==> src/rtl/mac_dot_sequencer_pkg.sv <==
// Shared types and constants for the MAC dot-product sequencer slice.
package mac_pkg;

    localparam int WIDTH     = 14;
    localparam int ACC_WIDTH = 28;

    typedef logic signed [WIDTH-1:0]     operand_t;
    typedef logic signed [ACC_WIDTH-1:0] acc_t;

    typedef enum logic [2:0] {
        IDLE,
        CLEAR,
        ISSUE,
        DRAIN,
        OUTPUT
    } seq_state_t;

    // Address width for a memory of the given depth; never narrower than one bit
    // so a depth-1 memory still has a real address port.
    function automatic int addr_w(input int depth);
        return (depth > 1) ? $clog2(depth) : 1;
    endfunction

endpackage

==> src/rtl/mac_dot_sequencer_if.sv <==
// Bus bundle between the sequencer and its environment: operand memories,
// the MAC it drives, and the downstream result stream.
interface mac_dot_sequencer_if #(
    parameter int WIDTH     = 14,
    parameter int ACC_WIDTH = 28,
    parameter int N         = 4,
    parameter int M         = 8
);
    localparam int W_AW = mac_pkg::addr_w(M * N);
    localparam int X_AW = mac_pkg::addr_w(N);

    // operand memories (sync read, data one cycle after rd_en)
    logic [W_AW-1:0]      w_addr;
    logic [X_AW-1:0]      x_addr;
    logic                 rd_en;
    logic [WIDTH-1:0]     w_rdata;
    logic [WIDTH-1:0]     x_rdata;

    // MAC drive and response
    logic                 mac_reset;
    logic [WIDTH-1:0]     mac_a;
    logic [WIDTH-1:0]     mac_b;
    logic                 mac_valid_in;
    logic [ACC_WIDTH-1:0] mac_f;
    logic                 mac_valid_out;

    // result stream
    logic [ACC_WIDTH-1:0] y_data;
    logic                 y_valid;
    logic                 y_ready;

    modport master (
        output w_addr, x_addr, rd_en,
        input  w_rdata, x_rdata,
        output mac_reset, mac_a, mac_b, mac_valid_in,
        input  mac_f, mac_valid_out,
        output y_data, y_valid,
        input  y_ready
    );

    modport slave (
        input  w_addr, x_addr, rd_en,
        output w_rdata, x_rdata,
        input  mac_reset, mac_a, mac_b, mac_valid_in,
        output mac_f, mac_valid_out,
        input  y_data, y_valid,
        output y_ready
    );

endinterface

==> src/rtl/mac_dot_sequencer_counter.sv <==
// Modulo counter with synchronous clear (priority) and enable; terminal flags
// the last value before wrap.
module seq_counter #(
    parameter int MODULUS = 4,
    parameter int CW      = $clog2(MODULUS + 1)
) (
    input  logic          clk,
    input  logic          reset,
    input  logic          clear,
    input  logic          enable,
    output logic [CW-1:0] count,
    output logic          terminal
);

    logic [CW-1:0] count_q;
    logic [CW-1:0] count_d;

    assign count    = count_q;
    assign terminal = (count_q == CW'(MODULUS - 1));

    // next count: clear wins, otherwise advance and wrap at the terminal value
    always_comb begin
        count_d = count_q;
        if (clear) begin
            count_d = '0;
        end else if (enable) begin
            count_d = terminal ? '0 : count_q + CW'(1);
        end
    end

    // count register
    always_ff @(posedge clk) begin
        if (reset) begin
            count_q <= '0;
        end else begin
            count_q <= count_d;
        end
    end

endmodule

==> src/rtl/mac_dot_sequencer.sv <==
// Walks an M x N weight matrix against a length-N vector through an external
// pipelined MAC, one row per output. Completion of a row is detected by
// counting MAC valid_out pulses, so any MAC pipeline depth works.
module mac_dot_sequencer #(
    parameter int WIDTH     = mac_pkg::WIDTH,
    parameter int ACC_WIDTH = mac_pkg::ACC_WIDTH,
    parameter int N         = 4,
    parameter int M         = 8
) (
    input  logic                clk,
    input  logic                reset,
    input  logic                start,
    output logic                busy,
    output logic                done,
    mac_dot_sequencer_if.master bus
);
    import mac_pkg::*;

    localparam int W_AW = addr_w(M * N);
    localparam int X_AW = addr_w(N);
    localparam int CW   = $clog2(N + 1);
    localparam int RW   = $clog2(M + 1);

    seq_state_t                  state_q;
    logic                        busy_q;
    logic                        done_q;
    logic                        y_valid_q;
    logic signed [ACC_WIDTH-1:0] y_data_q;
    logic                        mac_valid_in_q;
    logic                        mac_valid_in_d;

    logic [CW-1:0] col_cnt;
    logic          col_tc;
    logic [RW-1:0] row_cnt;
    logic          row_tc;
    logic [CW-1:0] vld_cnt_unused;
    logic          vld_tc;

    logic in_clear;
    logic in_issue;
    logic start_ok;
    logic handshake;
    logic vld_en;

    assign in_clear  = (state_q == CLEAR);
    assign in_issue  = (state_q == ISSUE);
    assign start_ok  = (state_q == IDLE) && start;
    assign handshake = (state_q == OUTPUT) && bus.y_ready;
    // valid_out only belongs to the current row while CLEAR..DRAIN
    assign vld_en    = bus.mac_valid_out &&
                       ((state_q == CLEAR) || (state_q == ISSUE) || (state_q == DRAIN));

    // column within the current row, advanced once per issued read
    seq_counter #(.MODULUS(N), .CW(CW)) u_col_cnt (
        .clk      (clk),
        .reset    (reset),
        .clear    (in_clear),
        .enable   (in_issue),
        .count    (col_cnt),
        .terminal (col_tc)
    );

    // row index, advanced only on a result handshake that is not the last row
    seq_counter #(.MODULUS(M), .CW(RW)) u_row_cnt (
        .clk      (clk),
        .reset    (reset),
        .clear    (start_ok),
        .enable   (handshake && !row_tc),
        .count    (row_cnt),
        .terminal (row_tc)
    );

    // MAC results seen since the last clear; terminal marks the Nth one
    seq_counter #(.MODULUS(N), .CW(CW)) u_vld_cnt (
        .clk      (clk),
        .reset    (reset),
        .clear    (in_clear),
        .enable   (vld_en),
        .count    (vld_cnt_unused),
        .terminal (vld_tc)
    );

    // job sequencing with registered status and result outputs
    always_ff @(posedge clk) begin
        if (reset) begin
            state_q   <= IDLE;
            busy_q    <= 1'b0;
            done_q    <= 1'b0;
            y_valid_q <= 1'b0;
            y_data_q  <= '0;
        end else begin
            done_q <= 1'b0;
            case (state_q)
                IDLE: begin
                    if (start) begin
                        state_q <= CLEAR;
                        busy_q  <= 1'b1;
                    end
                end
                CLEAR: begin
                    state_q <= ISSUE;
                end
                ISSUE: begin
                    if (col_tc) begin
                        state_q <= DRAIN;
                    end
                end
                DRAIN: begin
                    // mac_f already carries the final sum in the Nth valid_out cycle
                    if (vld_en && vld_tc) begin
                        y_data_q  <= bus.mac_f;
                        y_valid_q <= 1'b1;
                        state_q   <= OUTPUT;
                    end
                end
                OUTPUT: begin
                    if (bus.y_ready) begin
                        y_valid_q <= 1'b0;
                        if (row_tc) begin
                            state_q <= IDLE;
                            busy_q  <= 1'b0;
                            done_q  <= 1'b1;
                        end else begin
                            state_q <= CLEAR;
                        end
                    end
                end
                default: begin
                    state_q <= IDLE;
                end
            endcase
        end
    end

    // valid_in trails the read enable by the memory read latency
    always_comb begin
        mac_valid_in_d = in_issue;
    end

    // read-latency delay register
    always_ff @(posedge clk) begin
        if (reset) begin
            mac_valid_in_q <= 1'b0;
        end else begin
            mac_valid_in_q <= mac_valid_in_d;
        end
    end

    assign busy             = busy_q;
    assign done             = done_q;
    assign bus.rd_en        = in_issue;
    assign bus.w_addr       = W_AW'(int'(row_cnt) * N + int'(col_cnt));
    assign bus.x_addr       = X_AW'(col_cnt);
    assign bus.mac_reset    = reset | in_clear;
    assign bus.mac_a        = bus.w_rdata;
    assign bus.mac_b        = bus.x_rdata;
    assign bus.mac_valid_in = mac_valid_in_q;
    assign bus.y_data       = y_data_q;
    assign bus.y_valid      = y_valid_q;

endmodule

==> src/flat_wrapper.sv <==
// flat-port wrapper written by rule: the top's interface ports become plain ports
module mac_dot_sequencer_flat import mac_pkg::*;
#(
    parameter int WIDTH     = mac_pkg::WIDTH,
    parameter int ACC_WIDTH = mac_pkg::ACC_WIDTH,
    parameter int N         = 4,
    parameter int M         = 8
)
  (clk, reset, start, busy, done, bus_w_addr, bus_x_addr, bus_rd_en, bus_w_rdata, bus_x_rdata, bus_mac_reset, bus_mac_a, bus_mac_b, bus_mac_valid_in, bus_mac_f, bus_mac_valid_out, bus_y_data, bus_y_valid, bus_y_ready);
  mac_dot_sequencer_if #(.WIDTH(WIDTH), .ACC_WIDTH(ACC_WIDTH), .N(N), .M(M)) bus_i ();
  input  logic clk;
  input  logic reset;
  input  logic start;
  output logic busy;
  output logic done;
  output wire logic [$bits(bus_i.w_addr)-1:0] bus_w_addr;
  output wire logic [$bits(bus_i.x_addr)-1:0] bus_x_addr;
  output wire logic [$bits(bus_i.rd_en)-1:0] bus_rd_en;
  input wire logic [$bits(bus_i.w_rdata)-1:0] bus_w_rdata;
  input wire logic [$bits(bus_i.x_rdata)-1:0] bus_x_rdata;
  output wire logic [$bits(bus_i.mac_reset)-1:0] bus_mac_reset;
  output wire logic [$bits(bus_i.mac_a)-1:0] bus_mac_a;
  output wire logic [$bits(bus_i.mac_b)-1:0] bus_mac_b;
  output wire logic [$bits(bus_i.mac_valid_in)-1:0] bus_mac_valid_in;
  input wire logic [$bits(bus_i.mac_f)-1:0] bus_mac_f;
  input wire logic [$bits(bus_i.mac_valid_out)-1:0] bus_mac_valid_out;
  output wire logic [$bits(bus_i.y_data)-1:0] bus_y_data;
  output wire logic [$bits(bus_i.y_valid)-1:0] bus_y_valid;
  input wire logic [$bits(bus_i.y_ready)-1:0] bus_y_ready;
  assign bus_w_addr = bus_i.w_addr;
  assign bus_x_addr = bus_i.x_addr;
  assign bus_rd_en = bus_i.rd_en;
  assign bus_i.w_rdata = bus_w_rdata;
  assign bus_i.x_rdata = bus_x_rdata;
  assign bus_mac_reset = bus_i.mac_reset;
  assign bus_mac_a = bus_i.mac_a;
  assign bus_mac_b = bus_i.mac_b;
  assign bus_mac_valid_in = bus_i.mac_valid_in;
  assign bus_i.mac_f = bus_mac_f;
  assign bus_i.mac_valid_out = bus_mac_valid_out;
  assign bus_y_data = bus_i.y_data;
  assign bus_y_valid = bus_i.y_valid;
  assign bus_i.y_ready = bus_y_ready;
  mac_dot_sequencer #(.WIDTH(WIDTH), .ACC_WIDTH(ACC_WIDTH), .N(N), .M(M)) u_core (.clk(clk), .reset(reset), .start(start), .busy(busy), .done(done), .bus(bus_i));
endmodule
==> config.mk <==
export PLATFORM = sky130hd
export DESIGN_NAME = mac_dot_sequencer_flat
export DESIGN_NICKNAME = d
export VERILOG_FILES = /design/src/rtl/mac_dot_sequencer_pkg.sv /design/src/rtl/mac_dot_sequencer_if.sv /design/src/rtl/mac_dot_sequencer_counter.sv /design/src/rtl/mac_dot_sequencer.sv /design/src/flat_wrapper.sv
export SDC_FILE = /design/constraint.sdc
export NUM_CORES = 1
export LEC_CHECK = 0
export CAP_MARGIN = 10
export CELL_PAD_IN_SITES_DETAIL_PLACEMENT = 1
export CELL_PAD_IN_SITES_GLOBAL_PLACEMENT = 1
export CORE_UTILIZATION = 27
export DETAILED_ROUTE_END_ITERATION = 12
export PLACE_DENSITY_LB_ADDON = 0.05
export SKIP_CTS_REPAIR_TIMING = 1
export SLEW_MARGIN = 5
export SYNTH_ARGS = -nofsm -noshare
export SYNTH_HDL_FRONTEND = slang
export SYNTH_SLANG_ARGS = --single-unit
==> constraint.sdc <==
create_clock -name clk -period 3 [get_ports clk]
set_input_delay 0.45 -clock clk [delete_from_list [all_inputs] [get_ports clk]]
set_output_delay 0.45 -clock clk [all_outputs]
set_load 0.01 [all_outputs]
* Word-level counts from Yosys, hierarchy flattened
Index checks and enable logic that the tools add are counted.
** Word-level totals
- Register bits :: 45
- Logic and storage cells :: 63
** Operators by class
- $add $sub $neg :: 4
- Equality and inequality tests :: 12
- Multiplexer cells :: 17
- Bitwise gates (word level) :: 3
- Reduce and logical (&&, ||, !) cells :: 18
** Operators by type and width (number)
- 2-to-1 mux 3 bit :: 6
- one-hot mux 3 bit (5 select lines) :: 1
- equality test 3 x 2 -> 1 bit (second input constant) :: 4
- AND reduction 4 bit :: 2
- 2-to-1 mux 1 bit :: 7
- adder 3 x 1 -> 3 bit (second input constant) :: 2
- inequality test 2 bit (second input constant) :: 3
- adder 5 x 3 -> 5 bit :: 1
- logical AND 1 bit :: 5
- adder 4 x 1 -> 4 bit (second input constant) :: 1
- equality test 4 x 3 -> 1 bit (second input constant) :: 1
- 2-to-1 mux 4 bit :: 1
- inequality test 2 x 1 -> 1 bit (second input constant) :: 2
- one-hot mux 1 bit (2 select lines) :: 2
- nonzero test 2 bit :: 2
- OR reduction 2 bit :: 2
- equality test 3 x 1 -> 1 bit (second input constant) :: 1
- equality test 3 bit (second input constant) :: 1
- logical NOT 3 bit :: 1
- AND reduction 3 bit :: 1
- OR reduction 3 bit :: 1
- logical OR 1 bit :: 2
- inverter 1 bit :: 2
- AND reduction 2 bit :: 1
- 2 further kinds :: 2

* Logic depth before layout (Yosys ltp)
- Depth after elaboration :: 7
- Gate-level depth with buffers :: 6
- Depth with buffers taken out :: 4

* Hierarchy
A second synthesis with hierarchy kept.
** Unflattened totals
- Cell total of the unflattened synthesis :: 250
- Area, all modules :: 2187.1 um^2
** By module, submodules not included
- mac_dot_sequencer :: instances 1, cells each 202, area each 1737.9 um^2, seq. area each 700.7 um^2
- seq_counter (u_core.u_col_cnt ...) :: instances 2, cells each 14, area each 132.6 um^2, seq. area each 60.1 um^2
- seq_counter (u_core.u_row_cnt) :: instances 1, cells each 20, area each 183.9 um^2, seq. area each 80.1 um^2

* Worst setup path after synthesis
No wires, ideal clock.
- Kind :: reg2out
- Start point :: register u_core.state_q[2]
- End point :: output bus_rd_en
- Arrival :: 1059 ps
- Slack :: 1491 ps
- Cell stages (with the launch flop) :: 4
- Buffers on the path :: 1
- Cells stage by stage :: dfxtp_1 buf_2 or3b_2 inv_2
** Between the ends
- Word-level cells in the longest chain between the ends :: 1
** RTL lines
- start: declaration :: line mac_dot_sequencer.sv:24 : seq_state_t state_q;
- start signal: assignment :: line mac_dot_sequencer.sv:86 : state_q <= IDLE;
- start signal: assignment :: line mac_dot_sequencer.sv:96 : state_q <= CLEAR;
- start signal: assignment :: line mac_dot_sequencer.sv:101 : state_q <= ISSUE;
- equality test 3 x 2 -> 1 bit :: line mac_dot_sequencer.sv:46 : assign in_issue = (state_q == ISSUE);
- end: declaration :: line flat_wrapper.sv:18 : output wire logic [$bits(bus_i.rd_en)-1:0] bus_rd_en;
Every way passes these cells.

* Worst setup path in the final report
- Start point :: register u_core.state_q[0]
- End point :: output bus_mac_reset
** Between the ends
- Word-level cells in the longest chain between the ends :: 2
** RTL lines
- equality test 3 x 1 -> 1 bit :: line mac_dot_sequencer.sv:45 : assign in_clear = (state_q == CLEAR);
- bitwise OR 1 bit :: line mac_dot_sequencer.sv:154 : assign bus.mac_reset = reset | in_clear;
- end: declaration :: line flat_wrapper.sv:21 : output wire logic [$bits(bus_i.mac_reset)-1:0] bus_mac_reset;
Every way passes these cells.

==> out/summary.log <==
qor: synth.synth-async-reset-ratio 0%
qor: worst_setup_path.crit_slowest_cell clkdlybuf4s50_1
qor: clocking.worst_setup_hold_path_clk_slew 90 ps
qor: sta.setup_violating_endpoint_count_in_the_final_report 0
qor: synth.synth_enable_flop_cells 0
qor: synth.synth.distinct_cells 34
qor: final_layout.layout-drive-gt1-share 6.25%
qor: route.wire_per_inst 15.1 um
qor: floorplanning.io_pins 130
qor: final_layout.stdcell_area 2790 um2
qor: clocking.htreeDepth 2
qor: synth.postSynthAreaPerCell 8.41 um2
qor: sta.grt_setup_unrepaired false
qor: floorplanning.design.die.area 8200 um2
qor: sta.timing.setup.tns 0 ps
qor: sta.worst_margin_slew 567 ps
qor: synth.synth.largest_area_cell dfxtp_1
qor: worst_setup_path.cp.required 2550 ps
qor: synth.number_of_warnings_issued_by_yosys 0
qor: synth.post-synth-top-area-fraction 42.5%
qor: sta.timing_max_transition_violations_final 0
qor: global_route.grt_antenna_before_repair 0
qor: worst_setup_path.critical-path-top-delay-family buffers and inverters
qor: sta.fin_crit 2480 ps
qor: clocking.clock_path_buffers 2
qor: synth.synth.cell_area 2120 um2
qor: run.max_cap_violations 0
qor: worst_setup_path.cp_buf_inv_count 1
qor: route.m1WireLength 2.87 mm
qor: worst_setup_path.largest_stage_delay_on_the_critical_path 660 ps
qor: power.pd_cells 422 nW/um2
qor: route.routed_via_density 4.87
qor: route.wl_met3 369 um
qor: synth.post_syn_instances 252
qor: floorplanning.die_h 90.6 um
qor: sta.finalHoldViolCount 0
qor: clocking.cts-buffers-inserted 5
qor: synth.yosys.cell_count.top_type dfxtp_1
qor: worst_setup_path.timing.critical_path.fanout_max 9
qor: clocking.insertion_delay 300 ps
qor: final_layout.postLayoutCoreUtil 37.6%
qor: sta.achievable-frequency 404 MHz
qor: synth.synth_nets 318
qor: route.antenna_left 0
qor: worst_setup_path.path_cells nand2b_1, o21bai_1, clkdlybuf4s50_1
qor: worst_setup_path.worst_case_reg_to_reg_path_depth 5
qor: synth.synth-seq-cells 45
qor: synth.synth_compound_area_share 20.6%
qor: global_route.grt_pass1_vias 1815
qor: global_route.maximum_number_of_pins_on_one_net_before_global_route_repair 37
qor: synth.yosys-mux-area-fraction 0%
qor: synth.synthFlopType dfxtp_1
qor: outcome.run_status complete, no violations
qor: final_layout.area_growth_syn_to_layout 31.7%
qor: worst_setup_path.critical_path.endpoint_type output pin
qor: clocking.tritoncts done
qor: power.power.ir.vdd_worst 148 uV
qor: synth.yosysSeqAreaShare 42.5%
qor: synth.combinational_family_with_the_most_area_after_synthesis compound AO/OA/AOI/OAI gates
qor: final_layout.diodes 0
qor: floorplanning.floorplan.initialDensity 28.6%
qor: synth.synth_xor_xnor_area_share 0.413%
qor: power.total_leakage_power 0.000932 uW
qor: clocking.clock_tree.root_cell clkbuf_8
qor: synth.post_synth_fa_ha_maj_area_fraction 2.95%
qor: route.met2WireLength 2.54 mm
qor: route.dr_total_vias 1885
qor: final_layout.nNetsFinal 353
qor: synth.netlist_top_cells_area dfxtp_1 43%, buf_4 11%, a21oi_1 9.5%
qor: sta.final.setup_skew 7.73 ps
qor: clocking.clock_sinks 45
qor: placement.placer_s_final_routability_congestion_estimate 0.684
qor: route.overall_routed_net_length 5.86 mm
qor: route.top_layer_used met4
qor: floorplanning.row_count 31
qor: route.initialDrtViolationCount 27
qor: synth.synth_simple_gate_area_share 17.1%
qor: worst_setup_path.setup.worst_path.start_class flop
qor: worst_setup_path.setup.worst_path.class flop to output pin
qor: sta.maxSlewHeadroom 62.1%
qor: global_route.grt_use_total 14.3%
qor: placement.portBuffers 73
qor: global_route.globalRoute.totalOverflow 0
qor: worst_setup_path.crit_cells 3
qor: floorplanning.core_area 7410 um2
qor: global_route.wire_length_of_the_first_global_routing_pass 9.37 mm
qor: floorplanning.dieWidth 90.6 um
qor: placement.dpl_cell_area 2690 um2
qor: hold_path.worst_hold_path_type flop to flop
qor: placement.detailedPlacementHpwl 3.81 mm
qor: route.dr.pass1.iters 4
qor: hold_path.whs_path_cells 2
qor: route.detail_route.drc_violations 0
qor: sta.finalCritPeriodShare 82.5%
qor: synth.netlist_top_cells_count 45 x dfxtp_1, 40 x a21oi_1, 34 x o21ai_0, 32 x buf_4, 32 x nand3_1
qor: worst_setup_path.worst-endpoint-arrival 2030 ps
==> worst min-delay path, cell delays in order, from the launching register on <==
cell,delay (ps)
dfxtp_1,310
nand2_1,50
a21oi_1,50
==> cell usage in the layout (no fill, tap or decap), types with 2 or more instances in the layout <==
cell type	n
a2111oi_0	3
a21oi_1	40
buf_4	6
clkbuf_8	7
clkdlybuf4s50_1	73
dfxtp_1	45
ha_1	5
inv_1	3
nand2_1	7
nand2b_1	3
nand3_1	32
nand3b_1	3
nor2_1	3
nor2b_1	2
nor3_1	2
o21ai_0	34
or4_1	2
==> routing by layer <==
metal	GRT usage, %	up-vias
met5	0	-
met1	19.3	900
met2	21.3	50
met4	5.51	0
li1	-	922
met3	4.12	13
==> registers in the layout (all words and copies together), names as in the netlist <==
register and count:
u_core.u_vld_cnt.count 3, u_core.bus.mac_valid_in 1, u_core.done 1, u_core.bus.y_data 28
u_core.u_row_cnt.count 4, u_core.state_q 3, u_core.busy 1, u_core.u_col_cnt.count 3
u_core.bus.y_valid 1
==> cell type report <==
class | instances | area [um2]
Clock inverter | 1 | 5.00
Multi-Input combinational cell | 152 | 872
Fill cell | 883 | 4620
Clock buffer | 7 | 96.3
Timing Repair Buffer | 79 | 776
Tap cell | 99 | 124
Sequential cell | 45 | 901
Inverter | 4 | 15.0
==> final timing paths <==
kind | from | end | slack, ps
worst max-delay path | u_core.state_q[0] | bus_mac_reset | 520
worst min-delay path | u_core.bus.y_valid | u_core.bus.y_valid | 460
worst max register to register | u_core.u_vld_cnt.count[0] | u_core.bus.y_data[10] | 1210
worst min register to register | u_core.bus.y_valid | u_core.bus.y_valid | 460
==> cell families (layout without fill, tap and decap cells) <==
| logic type | count (synthesis) | in the layout |
|---|---|---|
| buffers and inverters | 55 | 91 |
| AO/OA/AOI/OAI | 82 | 82 |
| AND/OR/NAND/NOR | 64 | 64 |
| flip-flops | 45 | 45 |
| adder cells (fa/ha/maj) | 5 | 5 |
| XOR/XNOR | 1 | 1 |
==> power breakdown <==
| part | leakage (uW) | total [uW] | internal, uW | switching, uW |
|---|---|---|---|---|
| Combinational | 0.000514 | 137 | 73.4 | 63.8 |
| Sequential | 0.000363 | 619 | 607 | 12.3 |
| Clock | 0.0000542 | 421 | 209 | 213 |
==> per-stage QoR <==
stage               instances  total power (uW)  setup slack, ps  hold WS [ps]
finish                    387              1180              525           462
floorplan                 252               740             1490           443
detailed placement        379               774              612           456
CTS                       387              1200              452           468
global route              387              1250              374           497
global placement          379               773              612           460
(Power assumes the default switching activity.)
